**src/rtl/alarm_beeper.sv**
```systemverilog
// Timed buzzer/LED beep sequencer: start pulse launches a finite or
// continuous on/off pattern, stop pulse cancels it at once.
module alarm_beeper #(
   parameter int ON_CYCLES  = 50_000_000,
   parameter int OFF_CYCLES = 50_000_000,
   parameter int BEEPS      = 4
) (
   input  logic clk,
   input  logic rst,
   input  logic trigger,
   input  logic stop,
   input  logic cont,
   output logic buzz,
   output logic busy,
   output logic done
);

   localparam int MAXC = (ON_CYCLES > OFF_CYCLES) ? ON_CYCLES : OFF_CYCLES;
   localparam int PW   = (MAXC > 1) ? $clog2(MAXC) : 1;
   localparam int BW   = $clog2(BEEPS + 1);

   localparam logic [PW-1:0] ON_LAST  = PW'(ON_CYCLES - 1);
   localparam logic [PW-1:0] OFF_LAST = PW'(OFF_CYCLES - 1);
   localparam logic [BW-1:0] BEEP_MAX = BW'(BEEPS);

   typedef enum logic [1:0] {
      S_IDLE,
      S_ON,
      S_OFF
   } state_t;

   state_t        state_q, state_d;
   logic [PW-1:0] phase_q, phase_d;
   logic [BW-1:0] beep_q, beep_d;
   logic          cont_q, cont_d;
   logic          buzz_q, buzz_d;
   logic          busy_q, busy_d;
   logic          done_q, done_d;

   always_comb begin
      state_d = state_q;
      phase_d = phase_q;
      beep_d  = beep_q;
      cont_d  = cont_q;
      done_d  = 1'b0;
      if (stop) begin
         state_d = S_IDLE;
         phase_d = '0;
         beep_d  = '0;
         cont_d  = 1'b0;
      end else begin
         unique case (state_q)
            S_IDLE: begin
               if (trigger) begin
                  state_d = S_ON;
                  phase_d = '0;
                  beep_d  = BW'(1);
                  cont_d  = cont;
               end
            end
            S_ON: begin
               if (phase_q == ON_LAST) begin
                  phase_d = '0;
                  if (!cont_q && beep_q == BEEP_MAX) begin
                     state_d = S_IDLE;
                     beep_d  = '0;
                     done_d  = 1'b1;
                  end else begin
                     state_d = S_OFF;
                  end
               end else begin
                  phase_d = phase_q + PW'(1);
               end
            end
            S_OFF: begin
               if (phase_q == OFF_LAST) begin
                  state_d = S_ON;
                  phase_d = '0;
                  // Saturate so continuous mode never wraps the count
                  if (beep_q != BEEP_MAX) beep_d = beep_q + BW'(1);
               end else begin
                  phase_d = phase_q + PW'(1);
               end
            end
            default: begin
               state_d = S_IDLE;
               phase_d = '0;
               beep_d  = '0;
            end
         endcase
      end
      buzz_d = (state_d == S_ON);
      busy_d = (state_d != S_IDLE);
   end

   always_ff @(posedge clk or posedge rst) begin
      if (rst) begin
         state_q <= S_IDLE;
         phase_q <= '0;
         beep_q  <= '0;
         cont_q  <= 1'b0;
         buzz_q  <= 1'b0;
         busy_q  <= 1'b0;
         done_q  <= 1'b0;
      end else begin
         state_q <= state_d;
         phase_q <= phase_d;
         beep_q  <= beep_d;
         cont_q  <= cont_d;
         buzz_q  <= buzz_d;
         busy_q  <= busy_d;
         done_q  <= done_d;
      end
   end

   assign buzz = buzz_q;
   assign busy = busy_q;
   assign done = done_q;

endmodule

```
**config.mk**
```make
export PLATFORM = sky130hd
export DESIGN_NAME = alarm_beeper
export DESIGN_NICKNAME = d
export VERILOG_FILES = /design/src/rtl/alarm_beeper.sv
export SDC_FILE = /design/constraint.sdc
export NUM_CORES = 1
export LEC_CHECK = 0
export CORE_MARGIN = 2
export CORE_UTILIZATION = 60
export DETAILED_ROUTE_END_ITERATION = 10
export PLACE_DENSITY = 0.82
export SLEW_MARGIN = 20
export SYNTH_ARGS = -nofsm -noshare
export SYNTH_HDL_FRONTEND = slang
export SYNTH_SLANG_ARGS = --single-unit
```
**constraint.sdc**
```tcl
create_clock -name clk -period 6.5 [get_ports clk]
set_input_delay 0.65 -clock clk [delete_from_list [all_inputs] [get_ports clk]]
set_output_delay 0.65 -clock clk [all_outputs]
set_load 0.01 [all_outputs]
```
==> results.md <==
- P&R area growth vs syn: 10.2%
- Ratio of total power to cell area: 212 mW/mm2
- Final WL: 4010 um
- Most common cell after layout, fill and taps aside: dfrtp_1
- Largest family of logic cells by synthesized area: simple AND/OR/NAND/NOR gates
- Vias: 1600
- DRT iter0 DRCs: 122
- FMAX: 0.393 GHz
- Clock insertion delay at the later pin of the skew report: 0.36 ns
- Slew HR: 47.2%
- Drt pass-1 iters: 4
- Nets: 238
- CP max-delay cell: o41ai_1
- Die W: 62.3 um
- Reg-to-Reg Start: phase_q[15]
- Worst-margin pin slew: approximately 0.8 ns
- Starting Density: 61.6%
- Root Driver: clkbuf_4
- Largest cells by area after synthesis: dfrtp_1 43%, xnor2_1 7.3%, nor2_1 6.1%, ha_1 4.3%, nand2_1 3.1%
- Compound-Gate Fraction of Synth Area: 7.24%
- TNS Setup: 0 ns
- Synth warn: 0
- Clock-pin slew on the worst setup and hold paths: 0.12 ns
- CTS tree: yes
- Die footprint: 0.00388 mm2
- Post-CTS setup buffer count: 0
- RSZ-0062 raised after global routing: no
- Antenna Nets Post-Route: 0
- Post-synthesis xor/xnor area fraction: 10.3%
- FF/Latch Area: a little under 900 um2
- Total gr overflow: 0
- I/O pin count: 8
- # rows: 21
- Mean Syn Cell Area: 9.31 um2
- Fillers: between 200 and 300
- Maxcap violations: 0
- Crit path max-delay family: simple AND/OR/NAND/NOR gates
- Outcome: complete, no violations
- Worst Setup SP: phase_q[15]
- Leakage power: 0.874 nW
- Finished Cell Area: 0.00225 mm2
- # DRC: 0
- CP arrival: 2.75 ns
- Clock sinks: 35
- Critical path fanouts, max: 9
- Top cell type's share of synthesized area: 42.9%
- Via density: 5.86
- Global-route total usage across every layer: a little under a quarter
- Startpoint class of the critical path: flip-flop
- Hold-fix buffers, CTS: 0
- Placeable Area: 0.00331 mm2
- CP Buf/Inv Count: 0
- Largest stage delay on the critical path: 0.56 ns
- Syn nets: 231
- Ant. Diodes: 0
- Dominant cell type by area after synthesis: dfrtp_1
- Maximum VDD drop: 0.149 mV
- Synth cell types: 45
- Htree depth: 2
- Number of synthesized flops with an enable pin: 0
- Post-synth ARST share: 100%
- Fraction of layout cells with a size suffix above 1: roughly 7.5%
- First-pass GRT wire length: 7060 um
- Crit path kind: reg -> reg
- DR WL/cell: 14.7 um
- Largest net degree at the start of global routing: 36
- Fin. max-slew vios: 0
- Dpl cell area: around 0.0021 mm2
- Max Buffers Root-to-Sink: 2
- Vias in the first global route: 1533
- Final HPWL DP: between 2000 and 3000 um
- Register area share after synthesis: 42.9%
- Clock skew: 0.0170 ns
- GP Congestion: 0.874
- Proportion of synthesized area in mux cells: 0.491%
- Synth Flop Type: dfrtp_1
- # resized after CTS: 0
- Area of the multi-input gates: 0.00110 mm2
- Initial antenna violation count: 0
- Synth Area in Simple Gates: 31.7%
- Most frequent cells in the layout: 35 x dfrtp_1, 33 x nor2_1, 17 x nand2_1, 17 x xnor2_1, 12 x nor3_1
- CP Capture Type: flip-flop
- Die height: 62.3 um
- Final setup violation count: 0
- HP Start: beep_q[2]
- Period Utilization, post-route: 39.1%
- PortBufs: 7
- Post-Syn Instances: 219
- Worst Hold Class: reg -> reg
- Post-layout min period: 2.54 ns
- Number of synthesized register bits: 35
- CTS Buf Count: 5
- Worst-path cell chain: and4_1 > nand4_1 > or2_2 > o41ai_1 > a311oi_1
- Cell Area, Synth: between 0.002 and 0.0025 mm2
- Adder-Cell Fraction of Synth Area: 4.29%
- Req. time, crit path: 6.71 ns
- Final Hold Vio Count: 0
==> worst register-to-register path, cell delays in order (launching register included) <==
cell and delay, ns:
dfrtp_1 0.46, and4_1 0.39, nand4_1 0.35, or2_2 0.44
o41ai_1 0.56, a311oi_1 0.19
==> final timing paths <==
kind	end	slack [ns]	cells after the start
worst max register to register	beep_q[1]	3.96	5
worst min-delay path	beep_q[2]	0.52	1
worst min register to register	beep_q[2]	0.52	1
max in group asynchronous	phase_q[22]	5.49	3
min in group asynchronous	phase_q[14]	0.68	3
worst max-delay path	beep_q[1]	3.96	5
==> final cells by class <==
| type | instances | share of cell area, % |
|---|---|---|
| multi-input cells | 168 | 49.0 |
| flip-flops and latches | 35 | 39.0 |
| repair buffers | 8 | 3.45 |
| clock inverters | 3 | 3.01 |
| well taps | 46 | 2.56 |
| clock buffers | 5 | 1.67 |
| inverters | 8 | 1.34 |
==> per-layer routing <==
metal	up-vias	GRT usage, %	wire length (um)
met2	43	35.5	1880
met3	9	5.07	194
met4	0	9.17	60
met5	-	0	0
met1	762	31.5	1880
li1	786	-	-
==> synth_stat cells, types with 2 or more instances <==
cell and instances:
dfrtp_1 35, nor2_1 33, nand2_1 17, xnor2_1 17, nor3_1 12, nand4_1 9
inv_1 8, ha_1 7, nand3_1 7, xor2_1 7, and3_1 6, clkbuf_1 6
and4_1 4, nor2b_1 4, nor4_1 4, o21ai_0 4, a21oi_1 3, nand2b_1 3
a311oi_1 2, and2_1 2, nand3b_1 2, or2_2 2, or3_1 2, or4_1 2
==> cells by family after synthesis <==
logic type,Yosys count
adder cells (fa/ha/maj),7
AND/OR/NAND/NOR,117
XOR/XNOR,24
buffers and inverters,16
multiplexers,1
flip-flops,35
AO/OA/AOI/OAI,19
==> metrics by stage <==
step / total power (W) / utilization [%] / instances / hold WS (ns) / setup slack, ns
final: 0.000476 / 67.9 / 273 / 0.516 / 3.96
after global routing: 0.000495 / 67.9 / 273 / 0.526 / 3.77
after floorplan: 0.000264 / - / 219 / 0.459 / 4.26
after detailed placement: 0.000279 / 64.7 / 265 / 0.492 / 3.86
after CTS: 0.000478 / 67.9 / 273 / 0.511 / 4.00
after global placement: 0.000278 / 64.7 / 265 / 0.500 / 3.93
==> state kept, by name, indices dropped and copies added (netlist names) <==
| signal | cells |
|---|---|
| state_q | 2 |
| done | 1 |
| phase_q | 26 |
| busy | 1 |
| cont_q | 1 |
| buzz | 1 |
| beep_q | 3 |
==> power by group <==
group          internal (W)  switching (W)   total, W
Clock              0.000120      0.0000813   0.000201
Sequential         0.000222     0.00000426   0.000227
Combinational     0.0000192      0.0000294  0.0000486
Note: power is estimated with default switching activity, not from simulation.
